[src/rtl/alu_pkg.sv]
// Shared opcodes, NZP encodings and arbiter state type for the ALU arbiter slice.
package alu_pkg;
   localparam logic [3:0] OP_CMP = 4'b0010;
   localparam logic [3:0] OP_ADD = 4'b0011;
   localparam logic [3:0] OP_SUB = 4'b0100;
   localparam logic [3:0] OP_MUL = 4'b0101;
   localparam logic [3:0] OP_DIV = 4'b0110;

   localparam logic [2:0] NZP_N = 3'b100;
   localparam logic [2:0] NZP_Z = 3'b010;
   localparam logic [2:0] NZP_P = 3'b001;

   typedef enum logic [1:0] {IDLE, EXEC, DONE} arb_state_t;
endpackage

[src/rtl/rr_picker.sv]
// Combinational round-robin priority encoder: first requester after 'last', wrapping.
module rr_picker #(
   parameter int N  = 4,
   parameter int IW = $clog2(N)
) (
   input  logic [N-1:0]  req,
   input  logic [IW-1:0] last,
   output logic [IW-1:0] grant,
   output logic          any
);
   logic [IW:0]   sum_w [N];
   logic [IW-1:0] idx_w [N];

   // idx_w[k] is the k-th candidate in search order: (last + 1 + k) mod N.
   for (genvar gi = 0; gi < N; gi++) begin : g_cand
      assign sum_w[gi] = {1'b0, last} + (IW+1)'(gi + 1);
      assign idx_w[gi] = (sum_w[gi] >= (IW+1)'(N)) ? IW'(sum_w[gi] - (IW+1)'(N))
                                                   : sum_w[gi][IW-1:0];
   end

   always_comb begin
      grant = '0;
      any   = 1'b0;
      for (int k = 0; k < N; k++) begin
         if (!any && req[idx_w[k]]) begin
            any   = 1'b1;
            grant = idx_w[k];
         end
      end
   end
endmodule

[src/rtl/simple_alu.sv]
// Combinational 8-bit ALU; CMP sets signed NZP, every other opcode leaves NZP clear.
module simple_alu
   import alu_pkg::*;
(
   input  logic [3:0] op,
   input  logic [7:0] a,
   input  logic [7:0] b,
   output logic [7:0] result,
   output logic [2:0] nzp
);
   always_comb begin
      result = '0;
      nzp    = '0;
      case (op)
         OP_CMP: begin
            if ($signed(a) < $signed(b))
               nzp = NZP_N;
            else if (a == b)
               nzp = NZP_Z;
            else
               nzp = NZP_P;
         end
         OP_ADD:  result = a + b;
         OP_SUB:  result = a - b;
         OP_MUL:  result = a * b;
         // Divide by zero yields 0 rather than trapping.
         OP_DIV:  result = (b == 8'd0) ? 8'd0 : a / b;
         default: result = '0;
      endcase
   end
endmodule

[src/rtl/alu_arbiter.sv]
// Round-robin arbiter sharing one simple_alu between NUM_REQ requesters.
// One op in flight at a time: IDLE accepts, EXEC computes, DONE pulses the response.
module alu_arbiter
   import alu_pkg::*;
#(
   parameter int NUM_REQ    = 4,
   parameter int DATA_BITS  = 8,
   parameter int DIV_CYCLES = 4
) (
   input  logic                           clk,
   input  logic                           reset_n,
   input  logic [NUM_REQ-1:0]             req_valid,
   input  logic [NUM_REQ*4-1:0]           req_op,
   input  logic [NUM_REQ*DATA_BITS-1:0]   req_a,
   input  logic [NUM_REQ*DATA_BITS-1:0]   req_b,
   output logic [NUM_REQ-1:0]             req_ready,
   output logic [NUM_REQ-1:0]             rsp_valid,
   output logic [DATA_BITS-1:0]           rsp_result,
   output logic [2:0]                     rsp_nzp,
   output logic [$clog2(NUM_REQ)-1:0]     rsp_id,
   output logic                           busy
);
   localparam int IW = $clog2(NUM_REQ);
   localparam int CW = $clog2(DIV_CYCLES + 1);

   arb_state_t           state_q, state_d;
   logic [IW-1:0]        last_q, last_d;
   logic [IW-1:0]        id_q, id_d;
   logic [3:0]           op_q, op_d;
   logic [DATA_BITS-1:0] a_q, a_d;
   logic [DATA_BITS-1:0] b_q, b_d;
   logic [CW-1:0]        cnt_q, cnt_d;
   logic [DATA_BITS-1:0] rsp_result_q, rsp_result_d;
   logic [2:0]           rsp_nzp_q, rsp_nzp_d;
   logic [IW-1:0]        rsp_id_q, rsp_id_d;

   logic [3:0]           op_arr [NUM_REQ];
   logic [DATA_BITS-1:0] a_arr  [NUM_REQ];
   logic [DATA_BITS-1:0] b_arr  [NUM_REQ];
   logic [IW-1:0]        grant;
   logic                 any;
   logic [7:0]           alu_result;
   logic [2:0]           alu_nzp;

   for (genvar gi = 0; gi < NUM_REQ; gi++) begin : g_port
      assign op_arr[gi]    = req_op[4*gi +: 4];
      assign a_arr[gi]     = req_a[DATA_BITS*gi +: DATA_BITS];
      assign b_arr[gi]     = req_b[DATA_BITS*gi +: DATA_BITS];
      assign req_ready[gi] = (state_q == IDLE) && any && (grant == IW'(gi));
      assign rsp_valid[gi] = (state_q == DONE) && (id_q == IW'(gi));
   end

   rr_picker #(.N(NUM_REQ), .IW(IW)) u_picker (
      .req   (req_valid),
      .last  (last_q),
      .grant (grant),
      .any   (any)
   );

   // The ALU only ever sees latched operands, so requester inputs may change during EXEC.
   simple_alu u_alu (
      .op     (op_q),
      .a      (a_q),
      .b      (b_q),
      .result (alu_result),
      .nzp    (alu_nzp)
   );

   always_comb begin
      state_d      = state_q;
      last_d       = last_q;
      id_d         = id_q;
      op_d         = op_q;
      a_d          = a_q;
      b_d          = b_q;
      cnt_d        = cnt_q;
      rsp_result_d = rsp_result_q;
      rsp_nzp_d    = rsp_nzp_q;
      rsp_id_d     = rsp_id_q;
      case (state_q)
         IDLE: begin
            if (any) begin
               op_d    = op_arr[grant];
               a_d     = a_arr[grant];
               b_d     = b_arr[grant];
               id_d    = grant;
               last_d  = grant;
               cnt_d   = (op_arr[grant] == OP_DIV) ? CW'(DIV_CYCLES - 1) : '0;
               state_d = EXEC;
            end
         end
         EXEC: begin
            if (cnt_q != '0) begin
               cnt_d = cnt_q - CW'(1);
            end else begin
               rsp_result_d = alu_result;
               rsp_nzp_d    = alu_nzp;
               rsp_id_d     = id_q;
               state_d      = DONE;
            end
         end
         DONE:    state_d = IDLE;
         default: state_d = IDLE;
      endcase
   end

   always_ff @(posedge clk) begin
      if (!reset_n) begin
         state_q      <= IDLE;
         last_q       <= IW'(NUM_REQ - 1);
         id_q         <= '0;
         op_q         <= '0;
         a_q          <= '0;
         b_q          <= '0;
         cnt_q        <= '0;
         rsp_result_q <= '0;
         rsp_nzp_q    <= '0;
         rsp_id_q     <= '0;
      end else begin
         state_q      <= state_d;
         last_q       <= last_d;
         id_q         <= id_d;
         op_q         <= op_d;
         a_q          <= a_d;
         b_q          <= b_d;
         cnt_q        <= cnt_d;
         rsp_result_q <= rsp_result_d;
         rsp_nzp_q    <= rsp_nzp_d;
         rsp_id_q     <= rsp_id_d;
      end
   end

   assign rsp_result = rsp_result_q;
   assign rsp_nzp    = rsp_nzp_q;
   assign rsp_id     = rsp_id_q;
   assign busy       = (state_q != IDLE);
endmodule
[config.mk]
export PLATFORM = sky130hd
export DESIGN_NAME = alu_arbiter
export DESIGN_NICKNAME = d
export VERILOG_FILES = /design/src/rtl/alu_pkg.sv /design/src/rtl/rr_picker.sv /design/src/rtl/simple_alu.sv /design/src/rtl/alu_arbiter.sv
export SDC_FILE = /design/constraint.sdc
export NUM_CORES = 1
export LEC_CHECK = 0
export BUFFER_PORTS_ARGS = -buffer_cell sky130_fd_sc_hd__buf_2
export CORE_MARGIN = 2
export CORE_UTILIZATION = 59
export CTS_CLUSTER_DIAMETER = 30
export DETAILED_ROUTE_END_ITERATION = 7
export PLACE_DENSITY = 0.84
export SKIP_LAST_GASP = 1
export SLEW_MARGIN = 10
export SYNTH_ARGS = -nofsm -noshare
export SYNTH_HDL_FRONTEND = slang
export SYNTH_SLANG_ARGS = --single-unit
export TNS_END_PERCENT = 10
[constraint.sdc]
create_clock -name clk -period 25 [get_ports clk]
set_input_delay 5 -clock clk [delete_from_list [all_inputs] [get_ports clk]]
set_output_delay 5 -clock clk [all_outputs]
set_load 0.005 [all_outputs]
Word-level counts from Yosys, hierarchy flattened
Index checks and enable logic that the tools add are counted.

$add $sub $neg: 11. Multipliers: 1. Div/mod/pow operators: 1. Magnitude comparators: 10. Eq/ne operators: 18. Multiplexer cells: 41. Bitwise gates (word level): 2. Reduce and logical (&&, ||, !) cells: 26.

Operators with widths (number): two-way mux 8 bit (5); binary-select mux 8 bit (select 2 bit) (2); one-hot mux 8 bit (4 select lines) (1); two-way mux 2 bit (12); equality test 4 x 3 -> 1 bit (second input constant) (4); greater-or-equal comparator 3 bit (second input constant) (5); logical AND 1 bit (12); < comparator 2 x 3 -> 1 bit (second input constant) (4); two-way mux 3 bit (4); equality test 2 bit (second input constant) (5); adder 8 bit (1); binary-select mux 1 bit (select 2 bit) (4); binary-select mux 4 bit (select 2 bit) (1); divider 8 x 8 -> 8 bit (1); equality test 4 x 2 -> 1 bit (second input constant) (2); equality test 8 bit (1); zero test 8 bit (1); < comparator 8 bit (1); multiplier 8 x 8 -> 8 bit (1); two-way mux 1 bit (8); two-way mux 4 bit (2); subtractor 2 x 1 -> 2 bit (second input constant) (4); subtractor 8 bit (1); adder 2 x 2 -> 3 bit (second input constant) (2); 15 further kinds (26).

Bits in registers: 42. Input bits: 86. Word-level logic and storage cells: 120.

Depth between registers and ports, before layout
Gate-level depths: netlist of run 1.

Depth after elaboration: 23. Gate-level depth with buffers: 50. Mapped depth without buffers: 49.

Modules after synthesis
From an unflattened synthesis of run 1, not the netlist that was laid out.

Cell total of the unflattened synthesis: 694. Area, all modules: 5664.2 sq um.

By module, submodules not included: simple_alu (times used 1, cells an instance 450, area each 3409.5 sq um, sequential area each 0.0 sq um); alu_arbiter (times used 1, cells an instance 230, area each 2163.3 sq um, sequential area each 840.8 sq um); rr_picker (times used 1, cells an instance 14, area each 91.3 sq um, sequential area each 0.0 sq um).

Worst setup path after synthesis of run 1
Ideal clock, no wire load.

Path kind: input to output. Start: in req_valid[2]. End: out req_ready[1]. Arrival time: 6.470 ns. Setup slack: 13.530 ns. Cell stages on the path: 6. Path buffers: 2. Cells stage by stage: nand2b_1 a21boi_0 o21ai_1 clkbuf_1 clkbuf_1 nor3b_1.

Longest elaborated chain between the ends: 14.

Ends and longest elaborated chain: start: declaration (line alu_arbiter.sv:12) `input logic [NUM_REQ-1:0] req_valid,`; binary-select mux 1 bit (select 2 bit) (line rr_picker.sv:25) `if (!any && req[idx_w[k]]) begin`; two-way mux 1 bit (implied by the code) (line rr_picker.sv:25); two-way mux 1 bit (line rr_picker.sv:25); zero test 1 bit (line rr_picker.sv:25); logical AND 1 bit (line rr_picker.sv:25); two-way mux 1 bit (line rr_picker.sv:25); zero test 1 bit (line rr_picker.sv:25); logical AND 1 bit (line rr_picker.sv:25); two-way mux 1 bit (line rr_picker.sv:25); zero test 1 bit (line rr_picker.sv:25); logical AND 1 bit (line rr_picker.sv:25); two-way mux 2 bit or two-way mux 1 bit (tied branches) (line rr_picker.sv:25); equality test 2 x 1 -> 1 bit or logical AND 1 bit (tied branches) (line alu_arbiter.sv:49) `assign req_ready[gi] = (state_q == IDLE) && any && (grant == IW'(gi));`; logical AND 1 bit (*) (line alu_arbiter.sv:49); end: declaration (line alu_arbiter.sv:16) `output logic [NUM_REQ-1:0] req_ready,`.

Every way passes the cells marked *; elsewhere a longest branch is shown, timed or not. The select of a mux whose other input is x is not followed.

Final worst setup path of run 1
Start: reg b_q[7]. End: reg rsp_result_q[0] (netlist: rsp_result[0]).

Longest elaborated chain between the ends: 3.

Ends and longest elaborated chain: start: declaration (line alu_arbiter.sv:31) `logic [DATA_BITS-1:0] b_q, b_d;`; start signal: assignment (line alu_arbiter.sv:114) `b_q <= '0;`; start signal: assignment (line alu_arbiter.sv:125) `b_q <= b_d;`; divider 8 x 8 -> 8 bit or zero test 8 bit (tied branches) (line simple_alu.sv:27) `OP_DIV: result = (b == 8'd0) ? 8'd0 : a / b;`; two-way mux 8 bit (*) (line simple_alu.sv:27); one-hot mux 8 bit (4 select lines) (*) (line simple_alu.sv:14) `case (op)`; end signal: assignment (line alu_arbiter.sv:127) `rsp_result_q <= rsp_result_d;`; end: declaration (line alu_arbiter.sv:33) `logic [DATA_BITS-1:0] rsp_result_q, rsp_result_d;`.

Every way passes the cells marked *; elsewhere a longest branch is shown, timed or not. A chain may end at the register's enable or synchronous reset.

==> metrics.txt, run 1 <==
buffers and inverters on the worst path 1; largest family of logic cells by synthesized area compound AO/OA/AOI/OAI gates; GP Congestion 1.00; Post-Synth Simple-Gate Area 20.7%; vias per inst 6.06; Crit Reg-Reg Startpoint b_q[7]; Die X 101 um; Top FF cell, synth dfxtp_1; Yosys cell types 66; Root Buffer Master clkbuf_8; hold_buf cts 0; clk_lat worst skew 320 ps; number of global-route vias before repair 5406; Antenna Diode Count 0; Initial Util 60.6%; post-CTS setup buffer count 0; worst-path fanout max 11; Final nets 969; Synth Cell Area 0.00560 mm2; Die ar. around 0.01 mm2; Slew Limit Headroom ~31%; cts repair resizes 0; Placeable Area 0.00924 mm2; drt pass-1 iters 5; Max Fclk 0.0833 GHz; mean post-synth cell area between 7 and 8 um2; CTS tree yes; Hold Crit Start rsp_id[0]; grt ovf 0; Net Count, Synth about 880; crit path launch type register; critical path's top delay family compound AO/OA/AOI/OAI gates; PortBufs 107; Num CTS Buffers 5; largest net degree at the start of global routing 59; Worst R2R Path Depth 43; Initial DRC Count 312; Register Area about 840 um2; multi-input logic area between 0.004 and 0.005 mm2; antenna violations before repair 0; Max Slew Vio Count 0; Setup CP Type register to register; Routed wire per std cell 16.9 um; CTS Buffer Depth 2; H-tree lvl count 2; FFs w/ async S/R, synth 0%; Mapped Cells 710; sequential area share after synthesis 15.0%; post-synthesis xor/xnor area fraction 5.00%; pre-CTS setup slack 13220 ps; Sink Count 42; Hold Vio Cnt, Final 0; Post-synth EDFFs 0; DRC 0; worst r2r dst rsp_result[0]; critical path's slowest cell nor4_1; remaining antenna violation count 0; first-pass GRT wire length 25200 um; Yosys reg bits 42; Worst Max-Slew Pin Slew around 1000 ps; vias 5620; RSZ-0062 raised after global routing no; layout cells sized above 1 a little under a fifth; Worst Hold Class register to register; complex-gate fraction of the synthesized area 25.1%; Die H 101 um; HPWL after DPL 12200 um; setup violators final 0; status completed; Reg2Reg Setup Slack between 10000 and 15000 ps; setup TNS 0 ps; CP Data Arrival Time 12230 ps; Synth Area in Adders 21.1%; area delta synth->final 12.8%; Critical Path RT 25220 ps; CTS clock-pin slew for the worst setup and hold paths 100 ps; hold depth 2; Std-Cell Rows 35; warnings from Yosys 0; global-route usage over all layers 30.7%; CP endpoint kind register; largest stage delay on the critical path between 700 and 800 ps; Hold Path End rsp_id[0]; fin crit share 48.0%; clk_skew 8.94 ps; DRT Wirelength around 16000 um; post-synthesis mux area share 7.77%; final worst slack 12990 ps; Min Clock Period, post-route 12010 ps; number of I/O pins 108; max_cap viols 0; # fillers around 770
layer usage:
metal / up-vias / global-route usage [%] / part of all wire [%]
met5: - / 0 / 0
met4: 0 / 12.8 / 3.5
met3: 50 / 4.35 / 6.5
met2: 239 / 53.5 / 48
met1: 2596 / 37.8 / 42
li1: 2735 / - / -
Yosys cell counts, types with 2 or more instances:
cell	instances	area share, %
a31oi_1	7	0.78
xnor2_1	22	3.4
a211oi_1	37	5.0
and3_1	5	0.56
nor3_1	12	1.1
nand3b_1	3	0.40
buf_2	4	0.36
o22a_1	2	0.31
inv_1	45	3.0
o211ai_1	7	0.94
nand2_1	59	4.0
o211a_1	2	0.36
o21a_1	9	1.2
a221o_1	2	0.36
nor3b_1	3	0.40
o21bai_1	6	0.80
nand2b_1	11	1.2
a311oi_1	2	0.31
nor2_1	39	2.6
o31ai_1	3	0.40
fa_1	14	5.0
nor4_1	6	0.67
nand3_1	7	0.63
mux2_2	10	2.0
a21boi_0	13	1.7
ha_1	72	16
xor2_1	10	1.6
a41o_1	2	0.36
a21oi_1	54	4.8
dfxtp_1	42	15
and2_1	13	1.5
a21o_1	9	1.2
clkbuf_1	28	1.9
or3_1	4	0.45
a22oi_1	6	0.80
nand4_1	4	0.45
o221a_2	2	0.40
nor2b_1	47	5.2
or2_2	2	0.22
o32ai_1	2	0.31
o21ai_0	28	2.5
o21ai_1	2	0.18
mux2i_1	30	5.4
worst register-to-register path: cells and delay by family (launching register included):
family	cells	cell delay (ps)
compound gates	25	5320
fa+ha+maj	7	2300
buf+inv	1	190
flops	1	400
mux	3	1160
simple gates	7	2570
worst max path at each step:
stage                       from  cells past startpoint       endpoint  slack, ps
global placement    req_valid[0]                      6   req_ready[1]      13770
global route              b_q[7]                     43  rsp_result[0]      12150
finish                    b_q[7]                     43  rsp_result[0]      12990
floorplan           req_valid[2]                      6   req_ready[1]      13530
CTS                       b_q[7]                     46  rsp_result[0]      13170
detailed placement        b_q[7]                     43  rsp_result[0]      13220
flip-flops by register name (all words and copies together) (netlist names), 3 cells and up:
name,count
rsp_result,8
b_q,8
op_q,4
cnt_q,3
a_q,8
rsp_nzp,3
placed cells by master (no fill, tap or decap), types with 10 or more instances in the layout:
cell type	n
a21oi_1	54
a21boi_0	13
ha_1	72
a211oi_1	37
buf_2	107
mux2i_1	30
nor2b_1	47
nand2b_1	11
and2_1	13
nand2_1	59
xor2_1	10
fa_1	14
dfxtp_1	42
xnor2_1	22
nor2_1	39
inv_1	45
o21ai_0	28
mux2_2	10
nor3_1	12
kinds of logic (layout without fill, tap and decap cells):
logic type,after synthesis,in the layout
AOI/OAI and AO/OA,207,207
xor gates and xnor gates,32,32
adders and majority gates,86,86
buffers and inverters,79,167
DFF,42,42
muxes,41,41
and+or+nand+nor,223,223
final cells by class:
cell class,count,share of cell area (%)
clock buffer,5,1.09
timing repair buffer,113,9.18
multi-input combinational,589,70.8
sequential,42,13.3
inverter,46,2.73
clock inverter,3,0.297
tap,129,2.55
per-stage QoR:
stage	util, %	hold WS, ps	cells	cell area, um2
after floorplan	-	460	710	5600
after CTS	68.4	473	927	6320
final	68.4	470	927	6320
after detailed placement	67.5	459	919	6230
after global placement	67.5	451	919	6230
after global routing	68.4	492	927	6320
Power of run 1 is not shown: default switching activity piles up to over one toggle a cycle in this logic, so the estimate is an artifact.
==> inputs of run 2 (changes only) <==
--- a/config.mk
+++ b/config.mk
@@ -7,10 +7,10 @@
 export LEC_CHECK = 0
 export BUFFER_PORTS_ARGS = -buffer_cell sky130_fd_sc_hd__buf_2
 export CORE_MARGIN = 2
-export CORE_UTILIZATION = 59
+export CORE_UTILIZATION = 58
 export CTS_CLUSTER_DIAMETER = 30
 export DETAILED_ROUTE_END_ITERATION = 7
-export PLACE_DENSITY = 0.84
+export PLACE_DENSITY = 0.83
 export SKIP_LAST_GASP = 1
 export SLEW_MARGIN = 10
 export SYNTH_ARGS = -nofsm -noshare
==> constraint.sdc (replaced) <==
create_clock -name clk -period 12.05 [get_ports clk]
set_input_delay 2.41 -clock clk [delete_from_list [all_inputs] [get_ports clk]]
set_output_delay 2.41 -clock clk [all_outputs]
set_load 0.005 [all_outputs]
==> run 2 against run 1 <==
Effect of this change: utilization shrank 0.31 points; maximum frequency is 6.0% higher; final area rose by 0.49%; wire length increased by 1.2%; global-route usage rose by 0.060 points; sequential share of layout area decreased by 0.065 points; die area increased by 1.7%; via count rose by 1.5%; clock-buffer cell count is 2 higher; final cell count increased by 0.22%; clock skew shrank 0.73 ps.
==> metrics.txt, run 2 (synthesis gave the netlist of run 1 again) <==
Sink Count 42 (unchanged); cts repair resizes 0 (unchanged); critical path's slowest cell o21ai_1; multi-input logic area 0.00449 mm2 (+0.28%); antenna violations before repair 0 (unchanged); Hold Vio Cnt, Final 0 (unchanged); Die X 102 um (+0.82%); RSZ-0062 raised after global routing no; CTS clock-pin slew for the worst setup and hold paths 90 ps (about the same); # fillers 798 (+3.4%); Setup CP Type register to register; Worst Max-Slew Pin Slew 1060 ps (+32.1 ps); Initial DRC Count 388 (+24%); Critical Path RT 12260 ps (-12960 ps); worst-path fanout max 11 (unchanged); DRC 0 (unchanged); Hold Crit Start rsp_result[3]; area delta synth->final 13.4%; most frequent cells in the layout buf_2 (107), ha_1 (72), nand2_1 (59); first-pass GRT wire length 25400 um (+1.1%); clk_skew 8.21 ps (-0.725 ps); PortBufs 107 (unchanged); Max Slew Vio Count 0 (unchanged); setup violators final 0 (unchanged); Crit Reg-Reg Startpoint b_q[7]; global-route usage over all layers 30.7% (+0.060 points); CP Data Arrival Time 11540 ps (-690 ps); clk_lat worst skew 300 ps (-20 ps); Antenna Diode Count 0 (unchanged); Root Buffer Master clkbuf_8; CTS tree yes; Routed wire per std cell 17.0 um (+0.97%); layout cells sized above 1 18.4% (+0.33 points); largest net degree at the start of global routing 60 (+1.7%); Placeable Area 0.00933 mm2 (+0.95%); hold_buf cts 0 (unchanged); H-tree lvl count 2 (unchanged); vias 5707 (+1.5%); Min Clock Period, post-route 11330 ps (-683 ps); Max Fclk 0.0883 GHz (+6.0%); commonest non-fill, non-tap cell in the layout buf_2; pre-CTS setup slack 749 ps (-12470 ps); crit path launch type register; Std-Cell Rows 35 (unchanged); remaining antenna violation count 0 (unchanged); max_cap viols 0 (unchanged); GP Congestion 0.990 (-1.0%); CP endpoint kind register; cell repeated most along the worst path ha_1; setup TNS 0 ps (unchanged); Worst Hold Class register to register; Final Util 68.1% (-0.31 points); CTS Buffer Depth 2 (unchanged); Initial Util 60.1% (-0.57 points); post-CTS setup buffer count 0 (unchanged); number of global-route vias before repair 5323 (-1.5%); final worst slack 722 ps (-12270 ps); largest stage delay on the critical path 710 ps (about the same); HPWL after DPL 12500 um (+2.0%); Register Area 841 um2 (unchanged); DRT Wirelength 15800 um (+1.2%); grt ovf 0 (unchanged); Die H 102 um (+0.82%); drt pass-1 iters 5 (unchanged); Die ar. 0.0105 mm2 (+1.7%); Cell Area, Placed 0.00626 mm2 (+0.34%); vias per inst 6.14 (+1.3%); number of I/O pins 108 (unchanged); Num CTS Buffers 5 (unchanged); Critical Path Start b_q[7]; Final nets 971 (+0.21%); Slew Limit Headroom 28.6% (-2.6 points); fin crit share 94.0% (+46 points); post-route cell area 0.00635 mm2 (+0.49%); status completed
## run 2: worst max-delay path, delay by kind of cell, from the launching register on
family	cells	cell delay, ps
adder cells (fa/ha/maj)	7	2220
multiplexers	4	1520
AO/OA/AOI/OAI	24	4670
flip-flops	1	400
buffers and inverters	2	400
AND/OR/NAND/NOR	7	2000
## run 2: metal layers
layer	track usage [%]	part of all wire, %	vias to the layer above
li1	-	-	2732
met3	5.40	7.2	32
met2	54.8	50	256
met4	8.62	2.0	0
met1	38.1	41	2687
met5	0	0	-
## run 2: worst paths after layout
kind | cells past startpoint | slack (ps) | end
hold / removal | 2 | 470 | rsp_result[3]
setup / recovery | 44 | 720 | rsp_result[0]
setup reg to reg | 44 | 720 | rsp_result[0]
hold reg to reg | 2 | 470 | rsp_result[3]
## run 2: per-stage QoR
stage	hold slack (ps)	std cells
finish	466	929
global route	499	929
CTS	469	929
floorplan	460	710
global placement	451	921
detailed placement	457	921
## run 2: final cells by class
| class | count | share of cell area (%) |
|---|---|---|
| repair buffers | 115 | 9.37 |
| clock inverters | 1 | 0.0788 |
| flip-flops and latches | 42 | 13.2 |
| multi-input cells | 589 | 70.7 |
| clock buffers | 7 | 1.36 |
| well taps | 129 | 2.54 |
| inverters | 46 | 2.72 |
Power of run 2 is left out for the same reason.
==> inputs of run 3 (changes only) <==
--- a/config.mk
+++ b/config.mk
@@ -5,7 +5,8 @@
 export SDC_FILE = /design/constraint.sdc
 export NUM_CORES = 1
 export LEC_CHECK = 0
-export BUFFER_PORTS_ARGS = -buffer_cell sky130_fd_sc_hd__buf_2
+export ABC_AREA = 1
+export BUFFER_PORTS_ARGS = -buffer_cell sky130_fd_sc_hd__clkbuf_2
 export CORE_MARGIN = 2
 export CORE_UTILIZATION = 58
 export CTS_CLUSTER_DIAMETER = 30
@@ -15,5 +16,6 @@
 export SLEW_MARGIN = 10
 export SYNTH_ARGS = -nofsm -noshare
 export SYNTH_HDL_FRONTEND = slang
+export SYNTH_HIERARCHICAL = 1
 export SYNTH_SLANG_ARGS = --single-unit
 export TNS_END_PERCENT = 10
==> run 3 against run 2 <==
Effect of this change: first-iteration DRC count shrank 9.5%; critical path type unchanged; critical endpoint unchanged; synthesized area grew 6.1%; critical path depth grew 21; final cell count grew 25%.
==> metrics.txt, run 3 <==
Crit Reg-Reg Startpoint b_q[0]; Std-Cell Rows 36 (+2.9%); commonest non-fill, non-tap cell in the layout nand2_1; Post-synth top cells nand2_1 (189), nor2_1 (122), inv_1 (118); Worst Max-Slew Pin Slew 945 ps (-110 ps); most frequent cells in the layout nand2_1 (189), nor2_1 (122), inv_1 (118); hold slack 497 ps (+31.4 ps); clk_lat worst skew 300 ps (about the same); Hold Crit Start rsp_result[2]; CTS Buffer Depth 2 (unchanged); Placeable Area 0.00986 mm2 (+5.8%); most common cell in the netlist nand2_1; setup violators final 0 (unchanged); Slew Limit Headroom 36.8% (+8.2 points); hold_buf cts 0 (unchanged); HPWL after DPL 12600 um (+1.2%); setup TNS 0 ps (unchanged); clk_skew 15.6 ps (+7.35 ps); global-route usage over all layers 28.7% (-2.0 points); Die ar. 0.0111 mm2 (+5.8%); crit path launch type register; RSZ-0062 raised after global routing no; Yosys cell types 50 (-24%); critical path's slowest cell dfxtp_1; Sink Count 42 (unchanged); hold depth 2 (unchanged); Critical Path Start b_q[0]; vias 6266 (+9.8%); largest stage delay on the critical path 600 ps (-110 ps); Net Count, Synth 1118 (+27%); Root Buffer Master clkbuf_8; largest net degree at the start of global routing 43 (-28%); max_cap viols 0 (unchanged); Worst Hold Class register to register; Top FF cell, synth dfxtp_1; Num CTS Buffers 5 (unchanged); Hold Vio Cnt, Final 0 (unchanged); H-tree lvl count 2 (unchanged); number of I/O pins 108 (unchanged); DRC 0 (unchanged); Mapped Cells 946 (+33%); vias per inst 5.38 (-12%); # fillers 911 (+14%); Yosys reg bits 42 (unchanged); CP endpoint kind register; Hold Path End rsp_result[2]; grt ovf 0 (unchanged); Die X 105 um (+2.9%); status completed; multi-input logic area 0.00444 mm2 (-1.3%); antenna violations before repair 0 (unchanged); Min Clock Period, post-route 9350 ps (-1970 ps); Critical Path RT 12260 ps (about the same); area delta synth->final 10.9%; Initial DRC Count 351 (-9.5%); GP Congestion 0.967 (-2.3%); Antenna Diode Count 0 (unchanged); number of global-route vias before repair 5884 (+11%); cts repair resizes 0 (unchanged); Max Slew Vio Count 0 (unchanged); drt pass-1 iters 7 (+2); Max Fclk 0.107 GHz (+21%); fin crit share 77.6% (-16 points); Die H 105 um (+2.9%); post-synth top area share 15.2% (-0.92 points); Setup CP Type register to register; Routed wire per std cell 13.5 um (-21%); Final nets 1203 (+24%); Synth Cell Area 0.00594 mm2 (+6.1%); post-CTS setup buffer count 0 (unchanged); warnings from Yosys 6 (+6); CTS clock-pin slew for the worst setup and hold paths 90 ps (about the same); Worst R2R Path Depth 65 (+48%); ranking of synthesized cells by area ha_1 (15%), dfxtp_1 (14%), nand2_1 (12%), nor2_1 (7.7%), inv_1 (7.5%); Reg2Reg Setup Slack 2700 ps (+1970 ps); FFs w/ async S/R, synth 0% (unchanged); worst r2r dst rsp_result[0]; Register Area 841 um2 (unchanged); CP Data Arrival Time 9560 ps (-1980 ps); worst-path fanout max 12 (+1); DRT Wirelength 15700 um (-0.68%); remaining antenna violation count 0 (unchanged); cell repeated most along the worst path nand2_1; layout cells sized above 1 17.2% (-1.2 points); Post-synth EDFFs 0 (unchanged); first-pass GRT wire length 26400 um (+3.8%); cell taking the most area after synthesis ha_1; CTS tree yes; mean post-synth cell area 6.28 um2 (-20%); sequential area share after synthesis 14.1% (-0.86 points); Initial Util 60.2% (+0.18 points); PortBufs 107 (unchanged)
run 3: cell type report:
type | count | area share, %
multi-input cells | 740 | 67.3
flip-flops and latches | 42 | 12.8
repair buffers | 108 | 8.24
inverters | 134 | 7.75
well taps | 133 | 2.53
clock buffers | 5 | 1.04
clock inverters | 3 | 0.380
run 3: worst max-delay path: cells and delay by family, from the launching register on:
family,cells,cell delay [ps]
AND/OR/NAND/NOR,37,3470
adder cells (fa/ha/maj),8,2520
AO/OA/AOI/OAI,13,1870
buffers and inverters,6,650
flip-flops,1,600
XOR/XNOR,1,140
run 3: worst max path at each step:
stage,cells past startpoint,end,slack [ps]
2_1_floorplan,65,rsp_result[0],3840
4_1_cts,65,rsp_result[0],2800
3_5_place_dp,66,rsp_result[0],2830
3_3_place_gp,65,rsp_result[0],3030
6_report,65,rsp_result[0],2700
5_1_grt,66,rsp_result[0],1550
run 3: metrics by stage:
step	instance area [um2]	util, %	setup WS [ps]	cells
finish	6590	66.8	2700	1165
floorplan	5940	-	3840	946
global route	6590	66.8	1550	1165
CTS	6590	66.8	2800	1165
global placement	6500	65.9	3030	1157
detailed placement	6500	65.9	2830	1157
run 3: cell families (layout without fill, tap and decap cells):
kind of cell               count (synthesis)  after routing  synth area share, %
adders and majority gates                 86             86                 19.9
AOI/OAI and AO/OA                        182            182                 17.0
xor gates and xnor gates                  23             23                 3.52
buffers and inverters                    164            250                 11.2
and+or+nand+nor                          449            449                 34.2
DFF                                       42             42                 14.1
run 3: per-layer routing:
metal	vias to the layer above	wire length (um)	track usage, %
met4	0	582	12.0
met1	2755	6940	36.6
met2	211	7300	49.0
met3	43	880	3.22
li1	3257	-	-
met5	-	0	0
Power of run 3 is left out for the same reason.
